===== config.mk =====
export PLATFORM = sky130hd
export DESIGN_NAME = demux_rr_scheduler
export DESIGN_NICKNAME = d
export VERILOG_FILES = /design/src/rtl/demux_rr_scheduler.sv
export SDC_FILE = /design/constraint.sdc
export NUM_CORES = 1
export LEC_CHECK = 0
export ABC_AREA = 1
export CORE_UTILIZATION = 53
export CTS_CLUSTER_DIAMETER = 150
export DETAILED_ROUTE_END_ITERATION = 8
export HOLD_SLACK_MARGIN = 0.05
export PLACE_DENSITY = 0.82
export SKIP_LAST_GASP = 1
export SLEW_MARGIN = 25
export SYNTH_ARGS = -nofsm -noshare
export SYNTH_HDL_FRONTEND = slang
export SYNTH_SLANG_ARGS = --single-unit

===== constraint.sdc =====
create_clock -name clk -period 3.9 [get_ports clk]
set_input_delay 0.78 -clock clk [delete_from_list [all_inputs] [get_ports clk]]
set_output_delay 0.78 -clock clk [all_outputs]
set_load 0.01 [all_outputs]

===== src/rtl/demux_rr_scheduler.sv =====
// Round-robin time-slot scheduler sharing one 1-to-16 demux.
// Grants one requester for up to DWELL cycles, then idles GAP cycles.
module demux_rr_scheduler #(
    parameter int DWELL = 8,
    parameter int GAP   = 1,
    parameter int CNT_W = 8
) (
    input  logic        clk,
    input  logic        rst_n,
    input  logic        en,
    input  logic [15:0] req,
    input  logic [15:0] din,
    output logic [15:0] gnt,
    output logic [3:0]  sel,
    output logic        dm_d,
    output logic        busy,
    output logic        done
);

    typedef enum logic [1:0] {
        S_IDLE,
        S_GRANT,
        S_GAP
    } state_t;

    localparam logic [CNT_W-1:0] DWELL_CNT = CNT_W'(DWELL - 1);
    localparam logic [CNT_W-1:0] GAP_CNT   = CNT_W'((GAP > 0) ? GAP - 1 : 0);

    state_t           state_q, state_d;
    logic [CNT_W-1:0] cnt_q, cnt_d;
    logic [3:0]       ptr_q, ptr_d;
    logic [3:0]       sel_q, sel_d;

    logic       win_vld;
    logic [3:0] win_idx;
    logic [3:0] cand;
    logic       slot_end;
    logic       arb;

    // Search from ptr+1 around to ptr itself; last-served goes last.
    always_comb begin
        win_vld = 1'b0;
        win_idx = ptr_q;
        cand    = ptr_q;
        for (int i = 1; i <= 16; i++) begin
            cand = ptr_q + 4'(i);
            if (!win_vld && req[cand]) begin
                win_vld = 1'b1;
                win_idx = cand;
            end
        end
    end

    assign slot_end = (state_q == S_GRANT) &&
                      ((cnt_q == '0) || !req[sel_q]);

    // Next-state: slot timing, gap timing and re-arbitration.
    always_comb begin
        state_d = state_q;
        cnt_d   = cnt_q;
        ptr_d   = ptr_q;
        sel_d   = sel_q;
        arb     = 1'b0;
        unique case (state_q)
            S_IDLE: begin
                arb = 1'b1;
            end
            S_GRANT: begin
                if (slot_end) begin
                    if (GAP > 0) begin
                        state_d = S_GAP;
                        cnt_d   = GAP_CNT;
                    end else begin
                        arb = 1'b1;
                    end
                end else begin
                    cnt_d = cnt_q - 1'b1;
                end
            end
            S_GAP: begin
                if (cnt_q == '0) begin
                    arb = 1'b1;
                end else begin
                    cnt_d = cnt_q - 1'b1;
                end
            end
            default: begin
                state_d = S_IDLE;
                cnt_d   = '0;
            end
        endcase
        if (arb) begin
            if (en && win_vld) begin
                state_d = S_GRANT;
                sel_d   = win_idx;
                ptr_d   = win_idx;
                cnt_d   = DWELL_CNT;
            end else begin
                state_d = S_IDLE;
                cnt_d   = '0;
            end
        end
    end

    // State register; reset aborts any slot silently.
    always_ff @(posedge clk or negedge rst_n) begin
        if (!rst_n) begin
            state_q <= S_IDLE;
            cnt_q   <= '0;
            ptr_q   <= 4'hF;
            sel_q   <= 4'h0;
        end else begin
            state_q <= state_d;
            cnt_q   <= cnt_d;
            ptr_q   <= ptr_d;
            sel_q   <= sel_d;
        end
    end

    // Outputs decoded from registered state; data passes only in GRANT.
    always_comb begin
        gnt = '0;
        if (state_q == S_GRANT) begin
            gnt[sel_q] = 1'b1;
        end
        dm_d = (state_q == S_GRANT) && din[sel_q];
        busy = (state_q != S_IDLE);
        done = slot_end;
        sel  = sel_q;
    end

endmodule

### Yosys cells after proc, flatten, opt, wreduce, memory -nomap -nowiden

Cells that the tools add are included.

* bits in registers: 18
* memories kept: 0
* latch bits: 0
* output and inout port bits: 23
* logic and storage cells: 169
* ROM bits: 0
* memory bits (writable): 0

* shift operators: 0
* order comparisons: 18
* equal/unequal tests: 6
* reduce and logical (&&, ||, !) cells: 43
* div/mod/pow operators: 0
* multiply operators: 0
* add/subtract/negate cells: 16
* multiplexer cells: 82
* bitwise logic cells: 0

Operators with widths (number)
* $lt A4 B5 Y1 const B: 17
* $bmux W1 S4: 18
* $mux W4: 16
* $mux W1: 37
* $add A4 B4 Y4 const B: 8
* $mux W8: 3
* $pmux W8 S3: 1
* $logic_and A1 B1 Y1: 19
* $add A4 B3 Y4 const B: 4
* $logic_not A1 Y1: 16
* $mux W16: 1
* $add A4 B2 Y4 const B: 2
* $logic_not A8 Y1: 1
* $sub A8 B1 Y8 const B: 1
* $ne A3 B3 Y1 const B: 2
* $reduce_and A2 Y1: 3
* $add A4 B1 Y4 const B: 1
* $demux W1 S4: 1
* $ge A4 B1 Y1 const B: 1
* $mux W2: 2
* $pmux W2 S2: 1
* $mux W3: 1
* $eq A2 B1 Y1 const B: 1
* $eq A2 B2 Y1 const B: 1
* 7 further kinds: 7

### Logic depth before layout (Yosys ltp)

Gate-level depths: netlist of run 1.

* depth in word-level cells: 52
* mapped depth: 31
* depth with buffers taken out: 29

### Worst setup path before layout of run 1

No wires, ideal clock.

* path kind: reg-to-reg
* from: register ptr_q[1]
* to: register cnt_q[2]
* library setup time: 0.127 ns
* stages on the path, launching flop included: 24
* period minus slack after synthesis: 3.415 ns
* path buffers: 3
* slack: 0.485 ns
* data required time: 3.773 ns
* arrival time: 3.288 ns
* cell sequence: dfstp_2 inv_1 buf_2 ha_1 inv_1 buf_2 nand3_1 nand3_1 nand2_1 nand2_1 nand2_2 nor3_4 nand3_2 nor3_4 nand2_1 nor2_2 nand2_2 nor2_4 nand4_2 nor2_2 o2111ai_1 nand3_2 buf_4 o21ai_1

* cells in the longest elaborated chain, start to end: 52
* elaborated cells on any way between the ends: 96
* classes of those cells: add/sub (15); mux (50); reduce/logical (31)

Ends and longest elaborated chain
* from (decl): RTL line 31 `logic [3:0] ptr_q, ptr_d;`
* from (signal assigned): RTL line 115 `ptr_q <= ptr_d;`
* $add A4 B1 Y4: RTL line 46 `cand = ptr_q + 4'(i);`
* $bmux W1 S4: RTL line 47 `if (!win_vld && req[cand]) begin`
* $mux W1 (implied by the code): RTL line 47
* $mux W1: RTL line 47
* $logic_not A1 Y1: RTL line 47
* $logic_and A1 B1 Y1: RTL line 47
* $mux W1: RTL line 47
* $logic_not A1 Y1: RTL line 47
* [36 not listed]
* $logic_and A1 B1 Y1: RTL line 47
* $mux W1: RTL line 47
* $logic_not A1 Y1: RTL line 47
* $logic_and A1 B1 Y1: RTL line 47
* $mux W1 (*): RTL line 47
* $logic_and A1 B1 Y1 (*): RTL line 93 `if (en && win_vld) begin`
* $mux W3 (*): RTL line 93
* $mux W8 (*): RTL line 92 `if (arb) begin`
* to (signal assigned): RTL line 114 `cnt_q <= cnt_d;`
* to (decl): RTL line 30 `logic [CNT_W-1:0] cnt_q, cnt_d;`

Mark *: on every way between the ends. The rest lies on a longest branch, timed or not. The select of a mux whose other input is x is not followed.
A chain may end at the register's enable or synchronous reset.

### Worst setup path in the final report of run 1

* from: register ptr_q[1]
* to: register sel_q[2] (netlist: sel[2])

* cells in the longest elaborated chain, start to end: 51
* elaborated cells on any way between the ends: 111
* classes of those cells: add/sub (15); mux (64); reduce/logical (32)

Ends and longest elaborated chain
* $add A4 B1 Y4: RTL line 46
* $bmux W1 S4: RTL line 47
* $mux W1 (implied by the code): RTL line 47
* $mux W1: RTL line 47
* $logic_not A1 Y1: RTL line 47
* $logic_and A1 B1 Y1: RTL line 47
* $mux W1: RTL line 47
* $logic_not A1 Y1: RTL line 47
* [35 not listed]
* $logic_not A1 Y1: RTL line 47
* $logic_and A1 B1 Y1: RTL line 47
* $mux W1: RTL line 47
* $logic_not A1 Y1: RTL line 47
* $logic_and A1 B1 Y1: RTL line 47
* $mux W1: RTL line 47
* $logic_and A1 B1 Y1: RTL line 93
* $reduce_and A2 Y1 (no source line)
* to (signal assigned): RTL line 116 `sel_q <= sel_d;`
* to (decl): RTL line 32 `logic [3:0] sel_q, sel_d;`

Parallel ways exist; a longest one is shown, timed or not. The select of a mux whose other input is x is not followed.

==> flow_results.xml, run 1 <==
<?xml version="1.0" encoding="UTF-8"?>
<metrics>
  <group name="status">
    <metric name="status" unit="">finished, final reports clean</metric>
  </group>
  <group name="detailed_routing">
    <metric name="post-route-drc-count" unit="">0</metric>
    <metric name="post_drt_wl_per_cell" unit="um">14.6</metric>
    <metric name="drt_iter0_markers" unit="">347</metric>
    <metric name="routed-via-count" unit="">3689</metric>
    <metric name="detail_route.first_pass.iterations" unit="">5</metric>
    <metric name="vias_per_cell" unit="">5.56</metric>
    <metric name="detail_route.wirelength" unit="um">9680</metric>
    <metric name="detail-route-antenna-nets" unit="">0</metric>
  </group>
  <group name="die">
    <metric name="horizontal_die_dimension" unit="um">75.5</metric>
    <metric name="dieHeight" unit="um">75.5</metric>
    <metric name="fp-row-count" unit="">26</metric>
    <metric name="initial_util" unit="">0.557</metric>
    <metric name="core_area" unit="um2">5140</metric>
    <metric name="die_area" unit="um2">5700</metric>
    <metric name="ioPinCount" unit="">58</metric>
  </group>
  <group name="critical_path">
    <metric name="worstPathRequired" unit="ps">4040</metric>
    <metric name="worst_path_most_repeated_cell" unit="">sky130_fd_sc_hd__nand2_1</metric>
    <metric name="regToRegSetupSlack" unit="ps">230</metric>
    <metric name="path_delay_family" unit="">simple AND/OR/NAND/NOR gates</metric>
    <metric name="regToRegStartpoint" unit="">ptr_q[1]</metric>
    <metric name="timing.critical_path.fanout_max" unit="">7</metric>
    <metric name="worst_reg2reg_path_depth" unit="">20</metric>
    <metric name="critPathArrivalTime" unit="ps">3800</metric>
    <metric name="path_class" unit="">reg -&gt; reg</metric>
    <metric name="worstSetupStartpointType" unit="">flop</metric>
    <metric name="max_stage_delay_cell_worst_path" unit="">sky130_fd_sc_hd__dfstp_2</metric>
    <metric name="crit_path_cell_trace" unit="">inv_1, buf_4, ha_1, buf_4, nand3_1, nand2_1, a21oi_1, inv_1, nor3_4, nand2_1, nor2_2, nand2_2, nor2_4, nand4_2, nor2_2, o2111ai_1, nand3_2, inv_2, nand2_1, nand2_1</metric>
    <metric name="cp.buffers_inverters" unit="">5</metric>
    <metric name="timing.critical_path.slowest_cell_delay" unit="ps">600</metric>
    <metric name="worstSetupEndpointType" unit="">flop</metric>
    <metric name="timing.rr.end" unit="">sel[2]</metric>
  </group>
  <group name="finish">
    <metric name="num-nets-final" unit="">641</metric>
    <metric name="fillCellCount" unit="">469</metric>
    <metric name="areaGrowthSynthToFinish" unit="%">30.2</metric>
    <metric name="final_core_util" unit="">0.725</metric>
    <metric name="post_route_cells_drive_above_1_share" unit="">0.101</metric>
    <metric name="finish.cell_count_without_fillers" unit="">663</metric>
    <metric name="antennaDiodeCount" unit="">0</metric>
  </group>
  <group name="placement">
    <metric name="place.detailed.hpwl" unit="um">7780</metric>
    <metric name="globalplace.congestion" unit="">1.04</metric>
    <metric name="port_buffers" unit="">57</metric>
    <metric name="numPlacedInstances" unit="">658</metric>
  </group>
  <group name="synthesis">
    <metric name="post_synth_xor_area_fraction" unit="">0.0367</metric>
    <metric name="synth_edf_count" unit="">0</metric>
    <metric name="synth-compound-area-share" unit="">0.113</metric>
    <metric name="ys_async_sr_fraction" unit="">1.00</metric>
    <metric name="synth_area" unit="um2">2860</metric>
    <metric name="main_combinational_cell_family_by_area_after_synthesis" unit="">simple AND/OR/NAND/NOR gates</metric>
    <metric name="synthesis.nets" unit="">569</metric>
    <metric name="synthMostInstantiatedCell" unit="">sky130_fd_sc_hd__nand2_1</metric>
    <metric name="yosys-top-cells-count" unit="">sky130_fd_sc_hd__nand2_1 (174), sky130_fd_sc_hd__nand3_1 (102), sky130_fd_sc_hd__inv_1 (64)</metric>
    <metric name="post_synthesis_simple_gate_area_fraction" unit="">0.520</metric>
    <metric name="yosys-top-cells-area" unit="">sky130_fd_sc_hd__nand2_1 (23%), sky130_fd_sc_hd__nand3_1 (18%), sky130_fd_sc_hd__dfrtp_1 (12%)</metric>
    <metric name="synth.mux.area_fraction" unit="">0</metric>
    <metric name="netlist.area_leader.share" unit="">0.228</metric>
    <metric name="synth.ff_latch_count" unit="">18</metric>
    <metric name="synthesized_area_per_cell" unit="um2">5.48</metric>
    <metric name="synthAdderAreaFrac" unit="">0.0525</metric>
    <metric name="synth-seq-area-share" unit="">0.159</metric>
    <metric name="synth_top_flop_cell" unit="">sky130_fd_sc_hd__dfrtp_1</metric>
    <metric name="synth_cell_types" unit="">36</metric>
    <metric name="yosys.area.top_type" unit="">sky130_fd_sc_hd__nand2_1</metric>
    <metric name="postSynthCellCount" unit="">522</metric>
    <metric name="yosys_warnings" unit="">0</metric>
  </group>
  <group name="sta">
    <metric name="setup_total_negative_slack" unit="ps">0</metric>
    <metric name="holdWs" unit="ps">471</metric>
    <metric name="timing.final.setup_violations" unit="">0</metric>
    <metric name="clock_period_minus_final_worst_setup_slack" unit="ps">3670</metric>
    <metric name="fin_crit_sh" unit="">0.940</metric>
    <metric name="slew-limit-headroom" unit="">0.501</metric>
    <metric name="fin_hold_viols" unit="">0</metric>
    <metric name="max_clock_freq" unit="GHz">0.273</metric>
    <metric name="finClkSkew" unit="ps">1.35</metric>
    <metric name="worst-slew-pin-transition" unit="ps">747</metric>
    <metric name="report.final.slew_viol_count" unit="">0</metric>
  </group>
  <group name="min_path">
    <metric name="hp-start" unit="">cnt_q[0]</metric>
    <metric name="timing.hold.worst.class" unit="">reg -&gt; reg</metric>
    <metric name="hold_path_depth" unit="">1</metric>
    <metric name="min_delay_worst_endpoint" unit="">cnt_q[0]</metric>
  </group>
  <group name="job">
    <metric name="max_cap_violations" unit="">0</metric>
  </group>
  <group name="clocking">
    <metric name="htree_depth" unit="">1</metric>
    <metric name="cts-root-buf" unit="">sky130_fd_sc_hd__clkbuf_8</metric>
    <metric name="cts_max_path_buffers" unit="">2</metric>
    <metric name="tritoncts" unit="">built</metric>
    <metric name="insertion_delay" unit="ps">250</metric>
    <metric name="worst_setup_hold_path_clk_slew" unit="ps">60</metric>
    <metric name="cts.sinks" unit="">18</metric>
    <metric name="hold_fix_buffer_count_after_cts" unit="">0</metric>
    <metric name="cts-buffers-inserted" unit="">3</metric>
  </group>
  <group name="grt">
    <metric name="globalRoute.totalOverflow" unit="">0</metric>
    <metric name="grt_max_degree" unit="">19</metric>
    <metric name="first_pass_grt_wire_length" unit="um">15000</metric>
    <metric name="antenna_violations_before_repair" unit="">0</metric>
    <metric name="via_count_of_the_first_global_routing_pass" unit="">3298</metric>
    <metric name="grt_usage" unit="">0.349</metric>
  </group>
</metrics>
-- registers in the layout (all words and copies together), names as in the netlist --
name,count
sel,4
cnt_q,8
ptr_q,4
state_q,2
-- how the worst max path moves through the flow --
| stage | from | to | cells after the start |
|---|---|---|---|
| final | ptr_q[1] | sel[2] | 20 |
| after global routing | ptr_q[1] | sel[2] | 27 |
| after CTS | ptr_q[1] | sel[2] | 26 |
| after detailed placement | req[15] | sel[2] | 23 |
| after global placement | req[8] | done | 8 |
| after floorplan | ptr_q[1] | cnt_q[2] | 23 |
-- cells in the final DEF (no fill, tap or decap), types with 7 or more instances in the layout --
| cell | count |
|---|---|
| sky130_fd_sc_hd__nand2_1 | 172 |
| sky130_fd_sc_hd__nand3_1 | 102 |
| sky130_fd_sc_hd__inv_1 | 61 |
| sky130_fd_sc_hd__clkdlybuf4s50_1 | 57 |
| sky130_fd_sc_hd__nor2_1 | 41 |
| sky130_fd_sc_hd__buf_4 | 24 |
| sky130_fd_sc_hd__o21ai_0 | 17 |
| sky130_fd_sc_hd__dfrtp_1 | 14 |
| sky130_fd_sc_hd__a21oi_1 | 11 |
| sky130_fd_sc_hd__ha_1 | 11 |
| sky130_fd_sc_hd__xor2_1 | 9 |
| sky130_fd_sc_hd__a22oi_1 | 8 |
| sky130_fd_sc_hd__a31oi_1 | 8 |
| sky130_fd_sc_hd__inv_2 | 8 |
| sky130_fd_sc_hd__o21ai_1 | 7 |
-- what timing repair did --
item                                    4_1_cts  5_1_grt
buffers inserted                              0        1
endpoints found under the setup margin        0       12
gates resized for setup                       0       11
-- metrics by stage --
step                cell area, um2  worst slack, ps
floorplan                     2860              485
global placement              3620              249
detailed placement            3620              241
CTS                           3680              192
global route                  3720            -11.5
finish                        3720              235
-- final cells by class --
type / instances / area, um2 / share of cell area
inverter: 70 / 267 / 0.0715
tap: 70 / 87.6 / 0.0235
multi-input combinational: 419 / 2100 / 0.563
timing repair buffer: 82 / 762 / 0.205
clock buffer: 4 / 55.1 / 0.0148
sequential: 18 / 455 / 0.122
-- cells by family (layout without fill, tap and decap cells) --
group	after synthesis	after routing
adder cells (fa/ha/maj)	12	12
flip-flops	18	18
buffers and inverters	85	156
AND/OR/NAND/NOR	339	339
XOR/XNOR	12	12
AO/OA/AOI/OAI	56	56
-- metal layers --
| layer | wire length, um | global-route usage | vias up |
|---|---|---|---|
| li1 | - | - | 1839 |
| met1 | 4170 | 0.455 | 1676 |
| met2 | 4740 | 0.612 | 151 |
| met3 | 554 | 0.0265 | 23 |
| met4 | 227 | 0.119 | 0 |
| met5 | 0 | 0 | - |
Power of run 1 is not shown: default switching activity piles up to over one toggle a cycle in this logic, so the estimate is an artifact.
==> run 2, diff against run 1 <==
CORE_MARGIN = 8   (was unset)
==> run 2 against run 1 <==
  * First-iteration DRC count grew 3.7%
  * Worst hold slack gained 32 ps
  * Via count shrank 2.0%
  * Non-clock buffer count shrank 2
  * Worst setup slack is essentially flat
  * Sequential cell count is the same
  * Critical path depth shrank 12
  * Fmax is essentially flat
  * Highest routed layer unchanged
==> flow_results.xml, run 2 (synthesis gave the netlist of run 1 again) <==
<?xml version="1.0" encoding="UTF-8"?>
<metrics>
  <group name="finish">
    <metric name="commonest_non_fill_non_tap_cell_in_the_layout" unit="">sky130_fd_sc_hd__nand2_1</metric>
    <metric name="largest-register" unit="">cnt_q</metric>
    <metric name="fillCellCount" unit="">448</metric>
    <metric name="num-nets-final" unit="">640</metric>
    <metric name="mostFrequentLayoutCells" unit="">sky130_fd_sc_hd__nand2_1 (169), sky130_fd_sc_hd__nand3_1 (102), sky130_fd_sc_hd__inv_1 (60), sky130_fd_sc_hd__clkdlybuf4s50_1 (57), sky130_fd_sc_hd__nor2_1 (43)</metric>
    <metric name="largest_reg_flops" unit="">8</metric>
    <metric name="antennaDiodeCount" unit="">0</metric>
    <metric name="final_core_util" unit="">0.727</metric>
    <metric name="post_route_cells_drive_above_1_share" unit="">0.106</metric>
    <metric name="areaGrowthSynthToFinish" unit="%">31.4</metric>
  </group>
  <group name="min_path">
    <metric name="hold_path_depth" unit="">1</metric>
    <metric name="timing.hold.worst.class" unit="">reg -&gt; reg</metric>
  </group>
  <group name="die">
    <metric name="ioPinCount" unit="">58</metric>
    <metric name="initial_util" unit="">0.553</metric>
    <metric name="dieHeight" unit="um">89.5</metric>
    <metric name="fp-row-count" unit="">26</metric>
    <metric name="die_area" unit="um2">8010</metric>
    <metric name="core_area" unit="um2">5170</metric>
    <metric name="horizontal_die_dimension" unit="um">89.5</metric>
  </group>
  <group name="grt">
    <metric name="via_count_of_the_first_global_routing_pass" unit="">3398</metric>
    <metric name="first_pass_grt_wire_length" unit="um">16000</metric>
    <metric name="grt_max_degree" unit="">19</metric>
    <metric name="antenna_violations_before_repair" unit="">0</metric>
    <metric name="globalRoute.totalOverflow" unit="">0</metric>
    <metric name="grt_usage" unit="">0.252</metric>
  </group>
  <group name="sta">
    <metric name="slew-limit-headroom" unit="">0.484</metric>
    <metric name="clock_period_minus_final_worst_setup_slack" unit="ps">3670</metric>
    <metric name="max_clock_freq" unit="GHz">0.273</metric>
    <metric name="finClkSkew" unit="ps">2.50</metric>
    <metric name="report.final.slew_viol_count" unit="">0</metric>
    <metric name="timing.final.setup_violations" unit="">0</metric>
    <metric name="fin_crit_sh" unit="">0.940</metric>
    <metric name="worst-slew-pin-transition" unit="ps">771</metric>
    <metric name="fin_hold_viols" unit="">0</metric>
  </group>
  <group name="critical_path">
    <metric name="worstSetupStartpointType" unit="">input port</metric>
    <metric name="path_class" unit="">in -&gt; out</metric>
    <metric name="worstPathRequired" unit="ps">3120</metric>
    <metric name="worst_reg2reg_path_depth" unit="">22</metric>
    <metric name="worstSetupEndpointType" unit="">output port</metric>
    <metric name="critPathArrivalTime" unit="ps">2890</metric>
    <metric name="timing.critical_path.fanout_max" unit="">3</metric>
  </group>
  <group name="clocking">
    <metric name="insertion_delay" unit="ps">250</metric>
    <metric name="cts.sinks" unit="">18</metric>
    <metric name="htree_depth" unit="">1</metric>
    <metric name="cts-root-buf" unit="">sky130_fd_sc_hd__clkbuf_8</metric>
    <metric name="worst_setup_hold_path_clk_slew" unit="ps">60</metric>
    <metric name="cts_max_path_buffers" unit="">2</metric>
    <metric name="cts-buffers-inserted" unit="">3</metric>
    <metric name="tritoncts" unit="">built</metric>
  </group>
  <group name="detailed_routing">
    <metric name="vias_per_cell" unit="">5.46</metric>
    <metric name="drt_iter0_markers" unit="">360</metric>
    <metric name="post-route-drc-count" unit="">0</metric>
    <metric name="routed-via-count" unit="">3617</metric>
    <metric name="detail_route.first_pass.iterations" unit="">5</metric>
    <metric name="detail-route-antenna-nets" unit="">0</metric>
    <metric name="post_drt_wl_per_cell" unit="um">15.0</metric>
    <metric name="detail_route.wirelength" unit="um">9960</metric>
  </group>
  <group name="job">
    <metric name="max_cap_violations" unit="">0</metric>
  </group>
  <group name="placement">
    <metric name="port_buffers" unit="">57</metric>
    <metric name="place.detailed.hpwl" unit="um">7900</metric>
    <metric name="globalplace.congestion" unit="">1.02</metric>
  </group>
  <group name="status">
    <metric name="status" unit="">finished, final reports clean</metric>
  </group>
</metrics>
## run 2: changes by cell type in the layout (fill, tap and decap cells not counted), sizes merged
cell	previous run	this run
buf	25	23
clkinvlp	1	2
## run 2: per-layer routing
layer / up-vias / wire [um] / GRT usage
met2: 127 / 4820 / 0.439
met1: 1634 / 4310 / 0.314
li1: 1831 / - / -
met3: 25 / 588 / 0.0184
met5: - / 0 / 0
met4: 0 / 243 / 0.0952
## run 2: final cells by class
class	count	area, um2	area share
timing repair inverter	1	5.00	0.00133
inverter	70	267	0.0709
multi-input combinational	419	2120	0.565
timing repair buffer	80	767	0.204
tap	70	87.6	0.0233
clock buffer	4	55.1	0.0146
sequential	18	455	0.121
## run 2: worst paths after layout
kind	start	slack, ps	endpoint
setup / recovery	req[8]	230	done
max in group asynchronous	rst_n	2440	cnt_q[3]
min in group asynchronous	rst_n	980	sel[2]
setup reg to reg	ptr_q[1]	260	sel[3]
hold / removal	cnt_q[0]	500	cnt_q[0]
hold reg to reg	cnt_q[0]	500	cnt_q[0]
## run 2: per-stage QoR
step                std cells  setup TNS (ps)  cell area, um2  hold WS [ps]  setup WS [ps]
floorplan                 522               0            2860           428            485
global placement          648               0            3550           445            264
detailed placement        648               0            3550           489            185
CTS                       652               0            3600           497            168
global route              662           -62.8            3760           519          -27.2
finish                    662               0            3760           503            235
## run 2: critical path: stages
cell	delay [ps]
sky130_fd_sc_hd__clkdlybuf4s50_1	460
sky130_fd_sc_hd__a22oi_1	200
sky130_fd_sc_hd__a31oi_1	100
sky130_fd_sc_hd__or4_1	590
sky130_fd_sc_hd__nand2_1	90
sky130_fd_sc_hd__nand2_1	60
sky130_fd_sc_hd__inv_1	60
sky130_fd_sc_hd__clkdlybuf4s50_1	540
## run 2: timing repair
action | CTS | global route
resized for setup | 0 | 18
buffers inserted | 0 | 9
endpoints found under the setup margin | 0 | 12
hold buffers | 0 | 0
Power of run 2 is left out for the same reason.
==> RTL change 1, RTL diff (config.mk and constraints of run 1) <==
Set the parameter `CNT_W` to 6 (it was 8).
--- a/src/rtl/demux_rr_scheduler.sv
+++ b/src/rtl/demux_rr_scheduler.sv
@@ -4,5 +4,5 @@
     parameter int DWELL = 8,
     parameter int GAP   = 1,
-    parameter int CNT_W = 8
+    parameter int CNT_W = 6
 ) (
     input  logic        clk,
Formal check against the unedited RTL: same outputs for any inputs over 4 cycles, from zero or initial values and one cycle with rst_n low; that may be too few to reach the edited logic, so the function may still have changed.
==> RTL change 1 against run 1 <==
Sequential cell count decreased by 2. Final area down 0.94%. Global-route usage fell by 2.7 points. Critical path depth fell by 12. Area after synthesis grew 0.92%. Worst setup slack improved by 30 ps. Count of clock-buffer cells in the layout unchanged. Wire length is 4.6% lower.
Power is left out: the tool's default activity adds up to more than one toggle a clock period on the data nets, which glitch-free logic cannot reach.
==> RTL change 1: results <==
logic_synthesis:
  synth.area.top_cells: "nand2_1, nand3_1, dfrtp_1"
  yosysSeqAreaShare: 0.140
  synthTopCellsByCount: "nand2_1, nand3_1, inv_1"
  synthCells: 510
  synth_nets: 558
  synth_adder_area_share: 0.0563
  synth_xor_area_frac: 0.0451
  netlist.area_leader.share: 0.221
finish:
  drive_gt1_frac: 0.115
  largest_reg_flops: 6
  num-nets-final: 624
sta:
  tightest_slew_ps: 683
  finalClockSkew_ps: 0.643
placed_design:
  dp_hpwl_mm: 7.36
  dp_cells: 634
global_route:
  grt_pass1_wl_mm: 13.9
  grt_util_all_layers: 0.322
  grt_pass1_vias: 3018
  grt_max_degree: 23
route:
  drt_wl_total_mm: 9.24
  vias_per_cell: 5.51
  drt-wirelength-per-cell_um: 14.3
  drt_iter0_markers: 332
critical_path:
  cp.arrival_ps: 2860
  regToRegSetupSlack_ps: 280
  path_max_fanout: 3
clock_network:
  postCtsSetupBuffers: 0
  cts_root_buf: "clkbuf_8"
status:
  status: "completed"
RTL change 1: cell count changes after synthesis, sizes merged, moves of 4 or more:
cell    delta
a22oi      +8
nor2       -8
nand2      +6
o21ai      -5
a21oi      +6
clkbuf     -4
a31oi      -8
nand3      -7
RTL change 1: routing by layer:
layer	part of all wire	wire [um]	GRT usage	vias to the layer above
li1	-	-	-	1783
met2	0.49	4520	0.561	120
met1	0.44	4100	0.430	1627
met3	0.051	467	0.0225	22
met5	0	0	0	-
met4	0.017	155	0.0823	0
RTL change 1: final cells by class:
cell class / instances / area [um^2]
timing repair buffer: 73 / 698
inverter: 70 / 267
tap: 70 / 87.6
clock buffer: 4 / 55.1
sequential: 16 / 405
fill: 468 / 1480
multi-input combinational: 412 / 2180
RTL change 1: path summary, 6_finish.rpt:
check	startpoint	to	depth (start not counted)
max	req[12]	done	8
min	cnt_q[0]	cnt_q[0]	1
max reg2reg	ptr_q[1]	sel[3]	23
min reg2reg	cnt_q[0]	cnt_q[0]	1
max in group asynchronous	rst_n	cnt_q[3]	1
min in group asynchronous	rst_n	state_q[0]	1
RTL change 1: critical path, stage by stage:
cell and delay, ps:
clkdlybuf4s50_1 460, a22oi_1 200, a21oi_1 100, or4_1 590, nand2_1 90, nand2_1 60
inv_1 60, clkdlybuf4s50_1 520
RTL change 1: per-stage QoR:
stage / hold slack [ps] / utilization / instance area [um^2] / TNS, ps / setup slack [ps]
final: 498 / 0.713 / 3690 / 0 / 265
after floorplan: 438 / - / 2890 / 0 / 544
after detailed placement: 474 / 0.684 / 3540 / 0 / 169
after global routing: 544 / 0.713 / 3690 / -169 / -60.4
after CTS: 499 / 0.695 / 3590 / 0 / 205
after global placement: 459 / 0.684 / 3540 / 0 / 280
==> RTL change 2, RTL diff (flow settings as in run 1) <==
Without the edit above. The 3 states of `state_t` get a one-hot encoding in 3 bits.
--- a/src/rtl/demux_rr_scheduler.sv
+++ b/src/rtl/demux_rr_scheduler.sv
@@ -18,8 +18,8 @@
 );
 
-    typedef enum logic [1:0] {
-        S_IDLE,
-        S_GRANT,
-        S_GAP
+    typedef enum logic [2:0] {
+        S_IDLE  = 3'b001,
+        S_GRANT = 3'b010,
+        S_GAP   = 3'b100
     } state_t;
 
Formal check against the unedited RTL: same outputs for any inputs over 4 cycles, from zero or initial values and one cycle with rst_n low; so few cycles prove little.
==> RTL change 2 against run 1 <==
Non-clock buffer count rose by 5. First-iteration DRC count rose by 23%. Final area rose by 5.3%. Wire length rose by 4.1%. Area after synthesis rose by 5.9%. Worst setup slack barely moved. Sequential cell count rose by 1. Critical endpoint unchanged.
Power is not shown: default switching activity piles up to over one toggle a cycle in this logic, so the estimate is an artifact.
==> RTL change 2: results <==
status:
  status: "completed"
critical_path:
  cp_common_cell: "nand2_2"
  cp.arrival_ps: 3810
  reg2reg_depth: 26
  slowest_delay_ps: 560
  path_max_fanout: 7
sta:
  tightest_slew_ps: 875
finish:
  nFillCells: 491
  num-nets-final: 667
  drive_gt1_frac: 0.113
  layoutNonFillerInstCount: 693
  top_register: "cnt_q"
logic_synthesis:
  synthDistinctLibCells: 37
  synth_xor_area_frac: 0.0405
  yosysSeqAreaShare: 0.159
  synth_adder_area_share: 0.0413
  synth_nets: 589
  synth_compound_area_frac: 0.0929
  synth.area.top_cells: "nand2_1, nand3_1, dfrtp_1"
  synthTopCellsByCount: "nand2_1, nand3_1, inv_1"
  avgSynthCellArea_um2: 5.57
placed_design:
  place_congestion: 0.973
  placed_cell_area_um2: 3780
  dp_hpwl_mm: 7.97
route:
  drt-wirelength-per-cell_um: 14.5
  drt_iter0_markers: 427
  num_vias: 3884
global_route:
  grt_max_degree: 23
  grt_pass1_vias: 3545
  grt_util_all_layers: 0.343
[RTL change 2: routing by layer]
| layer | share of wire | track usage |
|---|---|---|
| met5 | 0 | 0 |
| met1 | 0.46 | 0.479 |
| met4 | 0.017 | 0.0981 |
| met2 | 0.45 | 0.564 |
| met3 | 0.075 | 0.0235 |
[RTL change 2: final cells by class]
type | instances | area [um^2] | share of cell area
Clock inverter | 1 | 5.00 | 0.00128
Timing Repair Buffer | 87 | 811 | 0.207
Tap cell | 72 | 90.1 | 0.0230
Sequential cell | 19 | 482 | 0.123
Inverter | 66 | 255 | 0.0651
Multi-Input combinational cell | 445 | 2240 | 0.571
Clock buffer | 3 | 41.3 | 0.0105
[RTL change 2: worst min-delay path by stage]
stage	to	slack, ps	depth (start not counted)
4_1_cts	cnt_q[0]	490	1
5_1_grt	cnt_q[0]	500	1
3_5_place_dp	cnt_q[0]	460	1
6_report	cnt_q[0]	480	1
3_3_place_gp	cnt_q[0]	450	1
2_1_floorplan	cnt_q[0]	430	1
